[src/rtl/conv_pkg.sv]
// rtl/conv_pkg.sv - shared types and constants for the convolution processing elements
package conv_pkg;

  typedef logic signed [15:0] data_t;

  localparam int FRAC_BITS_DEFAULT = 8;

  localparam data_t SAT_MAX = 16'h7FFF;
  localparam data_t SAT_MIN = 16'h8000;

endpackage

[src/rtl/conv_pe_unit_sat_round.sv]
// rtl/conv_pe_unit_sat_round.sv - shift, bias add and 16-bit saturation (ReLU under CONV_PE_RELU_EN)
module sat_round
  import conv_pkg::*;
#(
  parameter int ACC_W     = 37,
  parameter int FRAC_BITS = FRAC_BITS_DEFAULT
) (
  input  logic signed [ACC_W-1:0] acc_i,
  input  data_t                   bias_i,
  output data_t                   result_o
);

  logic signed [ACC_W-1:0] shifted;
  logic signed [ACC_W-1:0] sum;
  logic signed [ACC_W-1:0] hi_bound;
  logic signed [ACC_W-1:0] lo_bound;
  data_t                   sat;

  // Drop the fraction (floor), add the bias at full width, then clamp to 16 bits.
  always_comb begin
    shifted  = acc_i >>> FRAC_BITS;
    sum      = shifted + {{(ACC_W-16){bias_i[15]}}, bias_i};
    hi_bound = {{(ACC_W-16){1'b0}}, SAT_MAX};
    lo_bound = {{(ACC_W-16){1'b1}}, SAT_MIN};
    if (sum > hi_bound) begin
      sat = SAT_MAX;
    end else if (sum < lo_bound) begin
      sat = SAT_MIN;
    end else begin
      sat = sum[15:0];
    end
`ifdef CONV_PE_RELU_EN
    result_o = sat[15] ? '0 : sat;
`else
    result_o = sat;
`endif
  end

endmodule

[src/rtl/conv_pe_unit.sv]
// rtl/conv_pe_unit.sv - serial Q8.8 MAC processing element (optional ReLU: CONV_PE_RELU_EN)
module conv_pe_unit
  import conv_pkg::*;
#(
  parameter int N         = 25,
  parameter int FRAC_BITS = FRAC_BITS_DEFAULT
) (
  input  logic  clk,
  input  logic  n_reset,
  input  logic  start,
  input  logic  ready_in,
  input  data_t input_featuremap,
  input  data_t weight,
  input  data_t bias,
  output data_t output_featuremap,
  output logic  flag
);

  localparam int ACC_W = 32 + $clog2(N);
  localparam int CNT_W = $clog2(N + 1);
  localparam logic [CNT_W-1:0] CNT_N = CNT_W'(N);

  localparam logic [1:0] ST_IDLE = 2'd0;
  localparam logic [1:0] ST_ACC  = 2'd1;
  localparam logic [1:0] ST_DONE = 2'd2;

  logic [1:0]              state_q, state_d;
  logic [CNT_W-1:0]        cnt_q, cnt_d, cnt_inc;
  logic signed [ACC_W-1:0] acc_q, acc_d, acc_sum, prod_ext;
  logic signed [31:0]      fm_ext, wt_ext, prod;
  data_t                   out_q, out_d, result;
  logic                    flag_q, flag_d;

  assign fm_ext   = {{16{input_featuremap[15]}}, input_featuremap};
  assign wt_ext   = {{16{weight[15]}}, weight};
  assign prod     = fm_ext * wt_ext;
  assign prod_ext = ACC_W'(prod);
  assign acc_sum  = acc_q + prod_ext;
  assign cnt_inc  = cnt_q + CNT_W'(1);

  // The result is formed from the sum that includes the final sample, so it can be
  // registered on the same edge that accepts it; flag is then high while in DONE.
  sat_round #(
    .ACC_W    (ACC_W),
    .FRAC_BITS(FRAC_BITS)
  ) u_sat_round (
    .acc_i   (acc_sum),
    .bias_i  (bias),
    .result_o(result)
  );

  // Window sequencing: clear on start, accumulate accepted pairs, publish on the last one.
  always_comb begin
    state_d = state_q;
    cnt_d   = cnt_q;
    acc_d   = acc_q;
    out_d   = out_q;
    flag_d  = 1'b0;
    case (state_q)
      ST_IDLE: begin
        if (start) begin
          acc_d   = '0;
          cnt_d   = '0;
          state_d = ST_ACC;
        end
      end
      ST_ACC: begin
        if (ready_in) begin
          acc_d = acc_sum;
          cnt_d = cnt_inc;
          if (cnt_inc == CNT_N) begin
            out_d   = result;
            flag_d  = 1'b1;
            state_d = ST_DONE;
          end
        end
      end
      ST_DONE: begin
        state_d = ST_IDLE;
      end
      default: begin
        state_d = ST_IDLE;
      end
    endcase
  end

  // State registers; reset aborts any window in progress and clears the output.
  always_ff @(posedge clk or negedge n_reset) begin
    if (!n_reset) begin
      state_q <= ST_IDLE;
      cnt_q   <= '0;
      acc_q   <= '0;
      out_q   <= '0;
      flag_q  <= 1'b0;
    end else begin
      state_q <= state_d;
      cnt_q   <= cnt_d;
      acc_q   <= acc_d;
      out_q   <= out_d;
      flag_q  <= flag_d;
    end
  end

  assign output_featuremap = out_q;
  assign flag              = flag_q;

endmodule

[config.mk]
export PLATFORM = sky130hd
export DESIGN_NAME = conv_pe_unit
export DESIGN_NICKNAME = d
export VERILOG_FILES = /design/src/rtl/conv_pkg.sv /design/src/rtl/conv_pe_unit_sat_round.sv /design/src/rtl/conv_pe_unit.sv
export SDC_FILE = /design/constraint.sdc
export NUM_CORES = 1
export LEC_CHECK = 0
export ABC_AREA = 0
export BUFFER_PORTS_ARGS = -buffer_cell sky130_fd_sc_hd__buf_2
export CAP_MARGIN = 40
export CORE_MARGIN = 4
export CORE_UTILIZATION = 39
export DETAILED_ROUTE_END_ITERATION = 10
export GPL_TIMING_DRIVEN = 1
export HOLD_SLACK_MARGIN = 0.08
export MAX_ROUTING_LAYER = met4
export PLACE_DENSITY_LB_ADDON = 0.1
export RECOVER_POWER = 50
export SLEW_MARGIN = 10
export SYNTH_ARGS = -nofsm -noshare
export SYNTH_HDL_FRONTEND = slang
export SYNTH_SLANG_ARGS = --single-unit
[constraint.sdc]
create_clock -name clk -period 9.8 [get_ports clk]
set_input_delay 1.96 -clock clk [delete_from_list [all_inputs] [get_ports clk]]
set_output_delay 1.96 -clock clk [all_outputs]
set_load 0.1 [all_outputs]
Word-level counts from Yosys, hierarchy flattened
Cells that the tools add are included.
Word-level totals
  register bits: 61
  output and inout bits: 17
Cells by class
  add/sub/neg operators: 3
  multipliers: 1
  magnitude comparators: 2
  equal/unequal tests: 5
  muxes and demuxes: 15
  reductions and logical operators: 5
Operators by type and width (number)
  $mux 37: 2
  $pmux 37 s2: 1
  $add 37x32->37: 1
  $gt 37x16->1 const B: 1
  $lt 37x16->1 const B: 1
  $mul 16x16->32: 1
  $mux 16: 2
  $add 29x16->30: 1
  $mux 5: 2
  $pmux 5 s2: 1
  $reduce_and 3->1: 3
  $mux 2: 3
  $ne 2x2->1 const B: 3
  $add 5x1->5 const B: 1
  $eq 5x5->1 const B: 1
  $pmux 2 s2: 1
  $mux 1: 3
  $eq 2x1->1 const B: 1
  $logic_not 2->1: 1
  $reduce_bool 2->1: 1

Longest topological paths before layout
Gate-level depths: netlist of run 1.
  depth after elaboration: 6
  mapped depth: 38
  gate-level depth less buffers: 35

Cells and area by module
A second synthesis of run 1 with hierarchy kept.
Second synthesis, totals
  cell total of the unflattened synthesis: 1726
  area total of the unflattened synthesis: 16115.5 um2
Modules (own cells, without submodules)
  conv_pe_unit: times used 1, cells each 1434, area each 14083.5 um2, sequential area each 1526.5 um2
  sat_round: times used 1, cells each 292, area each 2031.9 um2, sequential area each 0.0 um2

Least setup slack after synthesis of run 1
OpenSTA, ideal clock, no wires.
  path kind: input to register
  from: in weight[8]
  to: reg out_q[5], in the netlist output_featuremap[5]
  setup time: 0.137 ns
  arrival time: 9.989 ns
  required time: 9.663 ns
  slack: -0.326 ns
  cell stages on the path: 34
  buffers on the path: 2
  cells stage by stage: clkbuf_1 nand2_1 fa_1 inv_1 fa_1 inv_1 fa_1 inv_1 fa_1 fa_1 inv_1 fa_1 inv_1 ha_1 and4_1 nand4_1 o32ai_1 a31oi_1 o21ai_0 a2111oi_0 nor3_1 xor2_1 ha_1 a21o_1 nand3_1 and3_1 inv_1 a2111oi_0 nor2_1 mux2i_1 or2_2 nor4_4 buf_6 o32ai_1
On the way
  cells in the longest elaborated chain, start to end: 6
RTL lines
  start: declaration: RTL line conv_pe_unit.sv:13  | input data_t weight,
  $mul 16x16->32 *: RTL line conv_pe_unit.sv:36  | assign prod = fm_ext * wt_ext;
  $add 37x32->37 *: RTL line conv_pe_unit.sv:38  | assign acc_sum = acc_q + prod_ext;
  $add 29x16->30 *: RTL line conv_pe_unit_sat_round.sv:22  | sum = shifted + {{(ACC_W-16){bias_i[15]}}, bias_i};
  $lt 37x16->1: RTL line conv_pe_unit_sat_round.sv:27  | end else if (sum < lo_bound) begin
  $mux 16: RTL line conv_pe_unit_sat_round.sv:27
  $mux 16 *: RTL line conv_pe_unit_sat_round.sv:25  | if (sum > hi_bound) begin
  end signal: assignment: RTL line conv_pe_unit.sv:99  | out_q <= out_d;
  end: declaration: RTL line conv_pe_unit.sv:31  | data_t out_q, out_d, result;
Mark *: on every way between the ends. The rest lies on a longest branch, timed or not.
A chain may end at the register's enable or synchronous reset.

Worst setup path in the final report of run 1
  from: in weight[6]
  to: reg out_q[10], in the netlist output_featuremap[10]
The elaborated chain is that of the path after synthesis.

==> reports/results.ini, run 1 <==
[sta]
setup_viol = 0
fin_worst_skew_ns = 0.01527
tightest_slew_ns = 1.877
final-hold-violation-count = 0
slew_headroom_pct = -25.10
max_freq_ghz = 0.1023
final_max_slew_viol_count = 64
fin_crit_ns = 9.773
final_min_period_over_clock_period_pct = 99.72
rsz0062_at_grt = yes
postLayoutSetupSlackWorst_ns = 0.02732
whs_ns = 0.4681

[floorplan]
initial_standard_cell_utilization_of_the_core_pct = 39.83
placement_rows = 73
die_area_um2 = 44340
die-width_um = 210.6
pin_count = 69
core_area_um2 = 40190
fp.dieH_um = 210.6

[clocking]
hold_buffers = 0
tritoncts.num_buffers = 9
clock_sink_count = 61
clock_tree.root_cell = sky130_fd_sc_hd__clkbuf_16
worst_skew_pair.late_latency_ns = 0.35
h_tree_lvls = 3
tritoncts = yes
clk_pin_slew_ns = 0.06
cts.path.max_buffers = 2

[layout]
layout.cells.most_common_list = sky130_fd_sc_hd__inv_1 (370), sky130_fd_sc_hd__fa_1 (314), sky130_fd_sc_hd__buf_4 (292)
sequential_cell_area_um2 = 1526
final_common_cell = sky130_fd_sc_hd__inv_1
antenna_cells = 0
flow.area_growth_from_synthesis_pct = 24.75
fraction_of_layout_instances_using_a_drive_strength_above_1_pct = 23.36
multiInputGateArea_um2 = 13300
fillers = 3877
stdcell_area_um2 = 19970
layout.nets = 2572
final-instance-count-excl-fill = 2588

[place]
gp_congestion = 0.8972
placement.io_buffers = 68
dpl_worst_slack_ns = -0.7508
placed_cell_area_um2 = 19040
place.detailed.hpwl_um = 36710
placed_cells = 2550

[detailed_routing]
routedWlPerCell_um = 16.15
vias = 12720
viasPerCell = 4.914
firstDrtPassIters = 5
number_of_antenna_violating_nets_in_the_routed_design = 0
drc = 0
drt_wl_total_um = 41800
drt_iter0_drc = 628

[worst_setup_path]
worstSetupStartpointType = input pin
reg2reg_from = acc_q[3]$_DFFE_PN0P_
endpoint_kind = flop
slowest_delay_ns = 0.53
cp_num_buf_inv = 9
reg2reg_setup_slack_ns = 1.93
critical_path_arrival_ns = 9.99
cp_common_cell = sky130_fd_sc_hd__fa_1
critical_path.slowest_cell = sky130_fd_sc_hd__fa_1
critical_path_peak_fanout = 7
worst_r2r_path_depth = 34
timing.critical_path.required_ns = 10.02
reg2reg_to = output_featuremap[10]$_DFFE_PN0P_
critPathTopFamily = adder cells
worst-setup-path-type = in -> reg

[yosys]
synth_async_sr_flop_share_pct = 100.0
synth_area_um2 = 16010
synth_sequential_area_ratio_pct = 9.537
synth-seq-cells = 61
synthesis.area_per_instance_um2 = 9.214
synth_nets = 2251
postSynth.topFlopCell = sky130_fd_sc_hd__dfrtp_1
post_synth_inst_count = 1737
count_of_distinct_cell_types_in_the_synthesized_netlist = 67
ys_top_cells_by_area = sky130_fd_sc_hd__fa_1 (40%), sky130_fd_sc_hd__ha_1 (11%), sky130_fd_sc_hd__dfrtp_1 (9.5%), sky130_fd_sc_hd__inv_1 (8.9%), sky130_fd_sc_hd__and2_1 (5.2%)
synth_area_leader_cell = sky130_fd_sc_hd__fa_1
synth_edf_count = 0
yosysWarnings = 0
synth.top_cell.area_share_pct = 39.90

[global_routing]
grt_util_all_layers_pct = 20.35
grt_first_pass_wirelength_um = 71780
globalRoute.totalOverflow = 0
grt_pass1_vias = 13960
antenna_found_initial = 0
grt_start_max_net_pins = 37

[min_path]
worstHoldStart = output_featuremap[15]$_DFFE_PN0P_
worst_hold_path_class = reg -> reg
hold_end = output_featuremap[15]$_DFFE_PN0P_
min_delay_path_depth = 1

[job]
timing.max_cap.violations = 2

[status]
run_status = finished with violations
failed_checks = max-capacitance violations, max-slew violations

## final cells by class
type / count / area share (%)
Timing Repair Buffer: 369 / 13.91
Clock buffer: 9 / 1.128
Inverter: 380 / 7.144
Tap cell: 525 / 3.290
Multi-Input combinational cell: 1237 / 66.63
Sequential cell: 61 / 7.645
Clock inverter: 7 / 0.2632
## cells by family after synthesis
| group | synth area share (%) |
|---|---|
| xor+xnor | 3.447 |
| fa+ha+maj | 51.08 |
| flops | 9.537 |
| buf+inv | 10.35 |
| mux | 0.1876 |
| compound gates | 11.36 |
| simple gates | 14.04 |
## stage by stage
step | setup TNS [ns] | util (%)
2_1_floorplan | 0 | -
3_3_place_gp | -8.128 | 47.26
3_5_place_dp | -11.05 | 47.38
4_1_cts | 0 | 48.91
5_1_grt | -5.240 | 49.68
6_report | 0 | 49.68
## state kept, by name, summed over array words and instances, names as in the netlist
register and cells:
output_featuremap 16, acc_q 37, cnt_q 5, state_q 2, flag 1
## repair_timing
action / 4_1_cts / 5_1_grt
pin swaps: 42 / 70
hold endpoints to repair: 0 / 0
gates resized for setup: 47 / 86
endpoints found under the setup margin: 16 / 16
setup buffers: 15 / 8
cloned: 1 / 0
## routing by layer
metal	GRT usage, %	wire length [µm]
met3	1.950	919
met1	27.37	18950
met5	-	0
met4	3.309	610
met2	34.40	21320
## worst max path at each step
| stage | endpoint | slack [ns] | start | cells after the start |
|---|---|---|---|---|
| after floorplan | output_featuremap[5]$_DFFE_PN0P_ | 0.02 | weight[7] | 32 |
| after global routing | output_featuremap[2]$_DFFE_PN0P_ | -0.40 | weight[6] | 35 |
| final | output_featuremap[10]$_DFFE_PN0P_ | 0.03 | weight[6] | 34 |
| after detailed placement | output_featuremap[1]$_DFFE_PN0P_ | -0.75 | weight[6] | 35 |
| after global placement | output_featuremap[10]$_DFFE_PN0P_ | -0.52 | weight[4] | 35 |
| after CTS | output_featuremap[9]$_DFFE_PN0P_ | 0.002 | weight[6] | 34 |
## synthesized netlist by cell type, types with 4 or more instances
cell type	count
sky130_fd_sc_hd__inv_1	380
sky130_fd_sc_hd__fa_1	319
sky130_fd_sc_hd__nand2_1	157
sky130_fd_sc_hd__ha_1	143
sky130_fd_sc_hd__and2_1	134
sky130_fd_sc_hd__nor2_1	76
sky130_fd_sc_hd__dfrtp_1	61
sky130_fd_sc_hd__a21oi_1	57
sky130_fd_sc_hd__clkbuf_1	54
sky130_fd_sc_hd__o21ai_0	49
sky130_fd_sc_hd__xnor2_1	45
sky130_fd_sc_hd__a22o_1	33
sky130_fd_sc_hd__a21o_1	29
sky130_fd_sc_hd__nand3_1	18
sky130_fd_sc_hd__xor2_1	18
sky130_fd_sc_hd__o32ai_1	16
sky130_fd_sc_hd__a31oi_1	10
sky130_fd_sc_hd__nand2b_1	10
sky130_fd_sc_hd__nor3_1	9
sky130_fd_sc_hd__o211ai_1	8
sky130_fd_sc_hd__o21bai_1	8
sky130_fd_sc_hd__a2111oi_0	7
sky130_fd_sc_hd__nor2b_1	7
sky130_fd_sc_hd__nand4_1	6
sky130_fd_sc_hd__or2_2	6
sky130_fd_sc_hd__o21a_1	5
sky130_fd_sc_hd__a211oi_1	4
sky130_fd_sc_hd__nand4b_1	4
sky130_fd_sc_hd__or3_1	4
Power of run 1 is left out: the tool's default activity adds up to more than one toggle a clock period on the data nets, which glitch-free logic cannot reach.
==> run 2, diff against run 1 <==
--- a/config.mk
+++ b/config.mk
@@ -8,8 +8,9 @@
 export ABC_AREA = 0
 export BUFFER_PORTS_ARGS = -buffer_cell sky130_fd_sc_hd__buf_2
 export CAP_MARGIN = 40
+export CORE_ASPECT_RATIO = 1.2
 export CORE_MARGIN = 4
-export CORE_UTILIZATION = 39
+export CORE_UTILIZATION = 55
 export DETAILED_ROUTE_END_ITERATION = 10
 export GPL_TIMING_DRIVEN = 1
 export HOLD_SLACK_MARGIN = 0.08
==> reports/results.ini, run 2 (same netlist as run 1, synthesis figures left out) <==
[status]
run_status = finished with violations  ; unchanged
failed_checks = max-capacitance violations, max-slew violations  ; unchanged

[floorplan]
die_area_um2 = 31910  ; was 44340 µm²
placement_rows = 68  ; was 73
core_area_um2 = 28760  ; was 40190 µm²
pin_count = 69  ; unchanged
fp.dieH_um = 194.9  ; was 210.6 µm
initial_standard_cell_utilization_of_the_core_pct = 55.66  ; was 39.83%
die-width_um = 163.7  ; was 210.6 µm

[global_routing]
globalRoute.totalOverflow = 0  ; unchanged
grt_first_pass_wirelength_um = 67800  ; was 71780 µm
grt_start_max_net_pins = 62  ; was 37
grt_pass1_vias = 14000  ; was 13960
grt_util_all_layers_pct = 26.96  ; was 20.35%
antenna_found_initial = 0  ; unchanged

[clocking]
tritoncts = yes  ; unchanged
cts.path.max_buffers = 2  ; unchanged
hold_buffers = 0  ; unchanged
tritoncts.num_buffers = 9  ; unchanged
clock_sink_count = 61  ; unchanged
clock_tree.root_cell = sky130_fd_sc_hd__clkbuf_16  ; unchanged
h_tree_lvls = 3  ; unchanged
worst_skew_pair.late_latency_ns = 0.35  ; about the same
clk_pin_slew_ns = 0.06  ; about the same

[detailed_routing]
viasPerCell = 5.279  ; was 4.914
firstDrtPassIters = 5  ; unchanged
drt_iter0_drc = 754  ; was 628
number_of_antenna_violating_nets_in_the_routed_design = 0  ; unchanged
drt_wl_total_um = 40620  ; was 41800 µm
drc = 0  ; unchanged
routedWlPerCell_um = 16.79  ; was 16.15 µm
vias = 12780  ; was 12720

[worst_setup_path]
slowest_delay_ns = 0.55  ; was 0.53 ns
critical_path.slowest_cell = sky130_fd_sc_hd__fa_1  ; unchanged
critical_path_arrival_ns = 9.89  ; was 9.99 ns
endpoint_kind = flop  ; unchanged
critical_path_peak_fanout = 9  ; was 7
worst-setup-path-type = in -> reg  ; unchanged
worstSetupStartpointType = input pin  ; unchanged
timing.critical_path.required_ns = 10.01  ; was 10.02 ns
cp_common_cell = sky130_fd_sc_hd__fa_1  ; unchanged

[place]
placement.io_buffers = 68  ; unchanged
placed_cells = 2383  ; was 2550
gp_congestion = 0.9071  ; was 0.8972
place.detailed.hpwl_um = 34500  ; was 36710 µm
dpl_worst_slack_ns = -0.4033  ; was -0.7508 ns

[layout]
antenna_cells = 0  ; unchanged
layout.cells.most_common_list = sky130_fd_sc_hd__inv_1 (362), sky130_fd_sc_hd__fa_1 (307), sky130_fd_sc_hd__buf_4 (260)  ; was sky130_fd_sc_hd__inv_1 (370), sky130_fd_sc_hd__fa_1 (314), sky130_fd_sc_hd__buf_4 (292)
final-instance-count-excl-fill = 2420  ; was 2588
final_common_cell = sky130_fd_sc_hd__inv_1  ; unchanged
largest_reg_flops = 37  ; unchanged
flow.area_growth_from_synthesis_pct = 24.06  ; was 24.75%
max_flop_register = acc_q  ; unchanged
post-route-util_pct = 69.05  ; was 49.68%
fraction_of_layout_instances_using_a_drive_strength_above_1_pct = 24.52  ; was 23.36%
layout.nets = 2545  ; was 2572

[sta]
max_freq_ghz = 0.1033  ; was 0.1023 GHz
fin_worst_skew_ns = 0.008149  ; was 0.01527 ns
rsz0062_at_grt = yes  ; unchanged
postLayoutSetupSlackWorst_ns = 0.1226  ; was 0.02732 ns
final_max_slew_viol_count = 61  ; was 64
final-hold-violation-count = 0  ; unchanged
tightest_slew_ns = 3.612  ; was 1.877 ns
setup_total_negative_slack_ns = 0  ; unchanged
slew_headroom_pct = -140.8  ; was -25.10%
fin_crit_ns = 9.677  ; was 9.773 ns
setup_viol = 0  ; unchanged
final_min_period_over_clock_period_pct = 98.75  ; was 99.72%

[job]
timing.max_cap.violations = 1  ; was 2

[min_path]
worst_hold_path_class = reg -> reg  ; unchanged

[run 2: changes by cell type in the layout (fill, tap and decap cells not counted), sizes merged]
cell,change
buf,-29
clkinv,-4
bufinv,+2
clkbuf,+2
clkinvlp,+1
[run 2: final cells by class]
class | instances | area, µm²
multi-input cells | 1237 | 13550
fillers | 2318 | 8901
repair buffers | 342 | 2556
flip-flops and latches | 61 | 1526
inverters | 380 | 1429
well taps | 385 | 481.7
clock buffers | 9 | 225.2
clock inverters | 6 | 88.84
[run 2: worst max-delay path, delay by kind of cell]
family	cells	cell delay, ns
buffers and inverters	11	1.10
AOI/OAI and AO/OA	10	1.99
adders and majority gates	8	3.48
and+or+nand+nor	7	1.10
xor gates and xnor gates	1	0.24
[run 2: final timing paths]
kind / end / cells past startpoint / slack (ns) / start
worst max-delay path: output_featuremap[10]$_DFFE_PN0P_ / 37 / 0.12 / weight[5]
worst min-delay path: output_featuremap[15]$_DFFE_PN0P_ / 1 / 0.48 / output_featuremap[15]$_DFFE_PN0P_
worst max register to register: output_featuremap[10]$_DFFE_PN0P_ / 33 / 2.09 / acc_q[3]$_DFFE_PN0P_
worst min register to register: output_featuremap[15]$_DFFE_PN0P_ / 1 / 0.48 / output_featuremap[15]$_DFFE_PN0P_
max in group asynchronous: acc_q[29]$_DFFE_PN0P_ / 3 / 4.67 / n_reset
min in group asynchronous: output_featuremap[15]$_DFFE_PN0P_ / 2 / 1.47 / n_reset
[run 2: what timing repair did]
item | in CTS | in global routing
setup endpoints to repair | 15 | 16
pin swaps | 6 | 124
gates resized for setup | 12 | 191
buffers inserted | 2 | 19
gates cloned | 0 | 1
[run 2: metrics by stage]
| stage | hold slack, ns | cell area (µm²) |
|---|---|---|
| 5_1_grt | 0.4891 | 19860 |
| 3_5_place_dp | 0.4676 | 18590 |
| 4_1_cts | 0.4803 | 18950 |
| 3_3_place_gp | 0.4556 | 18590 |
| 6_report | 0.4790 | 19860 |
| 2_1_floorplan | 0.4354 | 16090 |
[run 2: layer usage]
layer | global-route usage, % | share of wire [%] | vias to the layer above
met2 | 47.92 | 55 | 203
met4 | 6.992 | 2.7 | 0
li1 | - | - | 6033
met5 | - | 0 | -
met1 | 33.29 | 40 | 6473
met3 | 2.057 | 2.3 | 67
Power of run 2 is left out for the same reason.
